`src/rtl/inst_queue.sv`:
```
// Instruction buffer between fetch and decode: an in-order circular queue of {PC,Inst}
// packets with valid/ready handshakes on both sides and a synchronous flush.
module inst_queue #(
   parameter  int DEPTH  = 4,
   parameter  int DATA_W = 64,
   localparam int CNT_W  = $clog2(DEPTH + 1)
) (
   input  logic              clk,
   input  logic              reset,
   input  logic              flush,
   input  logic              excp_flush,
   input  logic              in_valid,
   output logic              in_ready,
   input  logic [DATA_W-1:0] in_data,
   output logic              out_valid,
   input  logic              out_ready,
   output logic [DATA_W-1:0] out_data,
   output logic [31:0]       out_pc,
   output logic [CNT_W-1:0]  count
);

   localparam int PTR_W = $clog2(DEPTH);

   logic [DATA_W-1:0] mem_r [DEPTH];
   logic [PTR_W-1:0]  wr_ptr_r, rd_ptr_r, wr_ptr_nxt_s, rd_ptr_nxt_s;
   logic [CNT_W-1:0]  count_r, count_nxt_s;
   logic              in_ready_r, out_valid_r;
   logic              flush_s, push_s, pop_s;

   // Both redirect sources behave identically; a flush kills any same-cycle transfer.
   assign flush_s = flush | excp_flush;
   assign push_s  = in_valid & in_ready_r & ~flush_s;
   assign pop_s   = out_valid_r & out_ready & ~flush_s;

   // Next-state for pointers and occupancy.
   always_comb begin
      wr_ptr_nxt_s = wr_ptr_r;
      rd_ptr_nxt_s = rd_ptr_r;
      count_nxt_s  = count_r;
      if (flush_s) begin
         wr_ptr_nxt_s = {PTR_W{1'b0}};
         rd_ptr_nxt_s = {PTR_W{1'b0}};
         count_nxt_s  = {CNT_W{1'b0}};
      end else begin
         if (push_s) begin
            wr_ptr_nxt_s = wr_ptr_r + PTR_W'(1);
         end else begin
            wr_ptr_nxt_s = wr_ptr_r;
         end
         if (pop_s) begin
            rd_ptr_nxt_s = rd_ptr_r + PTR_W'(1);
         end else begin
            rd_ptr_nxt_s = rd_ptr_r;
         end
         case ({push_s, pop_s})
            2'b10:   count_nxt_s = count_r + CNT_W'(1);
            2'b01:   count_nxt_s = count_r - CNT_W'(1);
            default: count_nxt_s = count_r;
         endcase
      end
   end

   // State registers; the handshake flags are registered from the next occupancy.
   always_ff @(posedge clk or negedge reset) begin
      if (!reset) begin
         wr_ptr_r    <= {PTR_W{1'b0}};
         rd_ptr_r    <= {PTR_W{1'b0}};
         count_r     <= {CNT_W{1'b0}};
         in_ready_r  <= 1'b1;
         out_valid_r <= 1'b0;
      end else begin
         wr_ptr_r    <= wr_ptr_nxt_s;
         rd_ptr_r    <= rd_ptr_nxt_s;
         count_r     <= count_nxt_s;
         in_ready_r  <= (count_nxt_s != CNT_W'(DEPTH));
         out_valid_r <= (count_nxt_s != {CNT_W{1'b0}});
      end
   end

   // Packet storage; a flush leaves contents untouched.
   always_ff @(posedge clk or negedge reset) begin
      if (!reset) begin
         for (int i = 0; i < DEPTH; i++) begin
            mem_r[i] <= {DATA_W{1'b0}};
         end
      end else if (push_s) begin
         mem_r[wr_ptr_r] <= in_data;
      end
   end

   assign in_ready  = in_ready_r;
   assign out_valid = out_valid_r;
   assign out_data  = mem_r[rd_ptr_r];
   assign out_pc    = out_data[DATA_W-1 -: 32];
   assign count     = count_r;

endmodule
```
`config.mk`:
```
export PLATFORM = sky130hd
export DESIGN_NAME = inst_queue
export DESIGN_NICKNAME = d
export VERILOG_FILES = /design/src/rtl/inst_queue.sv
export SDC_FILE = /design/constraint.sdc
export NUM_CORES = 1
export LEC_CHECK = 0
export ABC_AREA = 1
export BUFFER_PORTS_ARGS = -buffer_cell sky130_fd_sc_hd__buf_2
export CORE_MARGIN = 2
export CORE_UTILIZATION = 60
export CTS_CLUSTER_DIAMETER = 50
export CTS_CLUSTER_SIZE = 28
export DETAILED_ROUTE_END_ITERATION = 7
export GPL_TIMING_DRIVEN = 0
export PLACE_DENSITY = 0.86
export SYNTH_ARGS = -nofsm -noshare
export SYNTH_HDL_FRONTEND = slang
export SYNTH_SLANG_ARGS = --single-unit
```
`constraint.sdc`:
```
create_clock -name clk -period 6 [get_ports clk]
set_input_delay 1.2 -clock clk [delete_from_list [all_inputs] [get_ports clk]]
set_output_delay 1.2 -clock clk [all_outputs]
set_load 0.03 [all_outputs]
```
Yosys cells after proc, flatten, opt, wreduce, memory -nomap -nowiden
Index checks and enable logic that the tools add are counted.

Output and inout port bits: 101. Bits of input ports: 70. Flip-flop bits (word level): 265. Word-level logic and storage cells: 43.

Equality and inequality tests: 3. $add $sub $neg: 4. Reductions and logical operators: 4. Mux-type cells: 12. Bitwise gates (word level): 8. $lt $le $gt $ge: 3.

Operators with widths (number): bitwise mux 256 bit (1); 2-to-1 mux 64 bit (3); binary-select mux 64 bit (select 2 bit) (1); demux 64 bit (select 2 bit) (1); 2-to-1 mux 2 bit (4); >= comparator 3 bit (second input constant) (2); inverter 2 -> 3 bit (2); one-hot mux 3 bit (2 select lines) (1); adder 2 x 1 -> 2 bit (second input constant) (2); bitwise AND 1 bit (4); nonzero test 2 bit (2); adder 3 x 1 -> 3 bit (second input constant) (1); less-than comparator 3 x 1 -> 1 bit (second input constant) (1); 2-to-1 mux 3 bit (1); != test 3 bit (second input constant) (1); nonzero test 3 bit (1); subtractor 3 x 1 -> 3 bit (second input constant) (1); == test 2 x 1 -> 1 bit (second input constant) (1); == test 2 bit (second input constant) (1); logical AND 1 bit (1); inverter 1 bit (1); OR 1 bit (1).

Depth between registers and ports, before layout
Word-level depth: 7. Depth in mapped cells: 12. Gate-level depth less buffers: 12.

Worst setup path after synthesis
Ideal clock, no wire load.

Path kind: reg-to-output. Start point: register rd_ptr_r[0]. End point: output out_pc[2]. Cell stages (with the launch flop): 8. Data required time: 4800 ps. Data arrival time: 1896 ps. Buffers on the path: 4. Setup slack: 2904 ps. Path through: dfrtp_1 -> buf_2 -> inv_1 -> buf_2 -> clkbuf_1 -> o21ai_0 -> o22ai_1 -> buf_4.

Cells in the longest elaborated chain, start to end: 4.

RTL lines: start, declared (line 25) `logic [PTR_W-1:0] wr_ptr_r, rd_ptr_r, wr_ptr_nxt_s, rd_ptr_nxt_s;`; start signal, assigned (line 67) `rd_ptr_r <= {PTR_W{1'b0}};`; start signal, assigned (line 73) `rd_ptr_r <= rd_ptr_nxt_s;`; inverter 2 -> 3 bit (not written as such) (line 93) `assign out_data = mem_r[rd_ptr_r];`; binary-select mux 64 bit (select 2 bit) (line 93); 2-to-1 mux 64 bit (not written as such) (2 in series) (line 93); end, declared (line 18) `output logic [31:0] out_pc,`.

No other way between the ends. The select of a mux whose other input is x is not followed.

Worst setup path after layout
Start point: register rd_ptr_r[1]. End point: output out_pc[22].

The elaborated chain is that of the path after synthesis.

==> flow_summary.yaml <==
status:
  status: "finished clean"
clock_tree:
  cts_setup_buffers: 0
  cts_resized: 0
  clock_latency_ps: 540
  numCtsBuffers: 27
  clockBufferDepth: 3
  ctsHoldBuffers: 0
  cts_tree: "built"
  htreeDepth: 1
  clkSinkCount: 265
  clkTransAtPathRegs_ps: 70
  root_buffer: "clkbuf_16"
route:
  routed_wl_microns: 33200
  drt_pass1_iterations: 6
  drt_iter0_drc: 1004
  routedWlPerCell_microns: 18.0
  viasPerCell: 5.77
  num_vias: 10600
  drc: 0
  ant_nets: 0
global_routing:
  grt_antenna_before_repair: 0
  grtUsageTotal_pct: 30.9
  grt_pass1_wl_microns: 53600
  grt_max_degree: 125
  grt_pass1_vias: 10579
  grt_overflow: 0
final_layout:
  mostFrequentLayoutCell: "nand2_1"
  fillers: 1497
  area_delta_synth_final_pct: 17.6
  layout_common_cells: "nand2_1 (271), dfrtp_1 (264), o21ai_1 (195)"
  nNetsFinal: 1626
  diodes: 0
  fin_area_sq_um: 14400
  drive_gt1_share_pct: 24.7
  stdcell_count: 1838
logic_synthesis:
  synth-edff-count: 0
  syn_avg_cell_area_sq_um: 9.10
  yosys_warnings: 0
  syn_nets: 1425
  synthCells: 1349
  ys_async_sr_fraction_pct: 100
  yosysSeqAreaShare_pct: 54.0
  ys.flop_type: "dfrtp_1"
  yosysUniqueCellTypes: 25
  synth_seq_cells: 265
  mappedNetlistArea_sq_um: 12300
hold_path:
  min_path_type: "flip-flop to flip-flop"
sta:
  slew_headroom_pct: 53.1
  finalHoldViolations: 0
  drv_slew: 0
  setup_violations: 0
  fin_crit_sh_pct: 65.7
  period_needed_ps: 3940
  fin_worst_skew_ps: 17.4
  rsz0062_at_grt: "no"
  tightest_slew_ps: 703
  max_freq_mhz: 254
setup_path:
  worst-path-buf-inv: 4
  path_cells: "clkbuf_1, clkbuf_1, o21ai_0, o22ai_1, buf_4, buf_2"
  r2r_setup_slack_ps: 3580
  critPathTopFamily: "buffers and inverters"
  endpoint_kind: "primary output"
  critPathKind: "flip-flop to primary output"
  worstPathMaxFanout: 10
  start_kind: "flip-flop"
  slowest_stage: "clkbuf_1"
  timing.critical_path.mode_cell: "clkbuf_1"
  required_ps: 4800
  max_stage_delay_ps: 510
  cp.arrival_ps: 2740
die:
  die_area_sq_um: 21600
  core_sq_um: 20200
  ios: 171
  start_util_pct: 60.8
  die_y_microns: 147
  rows: 52
  die-width_microns: 147
placed_design:
  dpl_cell_area_sq_um: 13500
  place.gp.congestion: 0.837
  dpl.cell_count: 1791
  io_buffers: 170
  place_hpwl_microns: 21500
pwr:
  ir_drop_uv: 264
  leakagePower_nw: 7.36
  powerDensity_nw_per_um2: 333
job:
  cap_violations: 0
-- metrics by stage --
step | TNS [ps] | power, mW | hold slack, ps | utilization, % | setup slack [ps]
after floorplan | 0 | 2.81 | 450 | - | 2900
after global placement | -241340 | 3.07 | 459 | 66.7 | -938
after detailed placement | 0 | 3.12 | 463 | 67.1 | 2690
after CTS | 0 | 4.82 | 479 | 71.6 | 2120
after global routing | 0 | 5.00 | 501 | 71.6 | 1920
final | 0 | 4.81 | 476 | 71.6 | 2060
-- tightest hold or removal path: stages, from the launching register on --
cell	delay [ps]
dfrtp_1	340
nand2_1	60
o21ai_2	50
-- registers in the layout, indices dropped and copies added, names as in the netlist --
signal and cells:
mem_r 256, count 3, rd_ptr_r 2, wr_ptr_r 2
in_ready 1, out_valid 1
-- routing by layer --
| layer | GRT usage, % | vias to the layer above | wire length, microns |
|---|---|---|---|
| met1 | 42.0 | 5036 | 12800 |
| met2 | 50.5 | 610 | 15900 |
| met3 | 5.28 | 112 | 3270 |
| li1 | - | 4842 | - |
| met5 | 0 | - | 0 |
| met4 | 11.9 | 0 | 1160 |
-- synth_stat cells, types with 4 or more instances --
cell | instances | share of area [%]
nand2_1 | 271 | 8.3
dfrtp_1 | 264 | 54
o21ai_1 | 195 | 8.0
nor2_1 | 135 | 4.1
o21ai_0 | 132 | 5.4
inv_1 | 75 | 2.3
o22ai_1 | 64 | 3.3
o21ai_2 | 61 | 4.4
buf_6 | 53 | 4.9
buf_4 | 33 | 2.0
clkbuf_1 | 31 | 0.95
buf_2 | 10 | 0.41
ha_1 | 5 | 0.51
nand2_4 | 4 | 0.37
-- final timing paths --
check,depth (start not counted),endpoint,startpoint
worst max-delay path,6,out_pc[22],rd_ptr_r[1]
worst min-delay path,2,mem_r[96],mem_r[96]
worst max register to register,10,out_valid,in_ready
worst min register to register,2,mem_r[96],mem_r[96]
max in group asynchronous,2,mem_r[155],reset
min in group asynchronous,1,mem_r[58],reset
-- area by class of cell --
cell class	instances	area, sq um	share of cell area, %
inverters	76	288	1.99
clock buffers	28	689	4.78
well taps	270	338	2.34
flip-flops and latches	265	6630	46.0
multi-input cells	878	4300	29.8
clock inverters	19	219	1.52
repair buffers	172	916	6.35
plain buffers	130	1050	7.29
-- power by group --
group	switching (mW)	total (mW)	internal (mW)
combinational	0.636	0.978	0.342
clock	0.762	1.71	0.951
sequential	0.117	2.12	2.00
total	1.52	4.81	3.29
-- logic make-up after synthesis --
family	synth area share, %
and+or+nand+nor	13.3
AOI/OAI and AO/OA	21.1
DFF	54.0
adders and majority gates	0.673
buffers and inverters	10.9
Note: power is estimated with default switching activity, not from simulation.
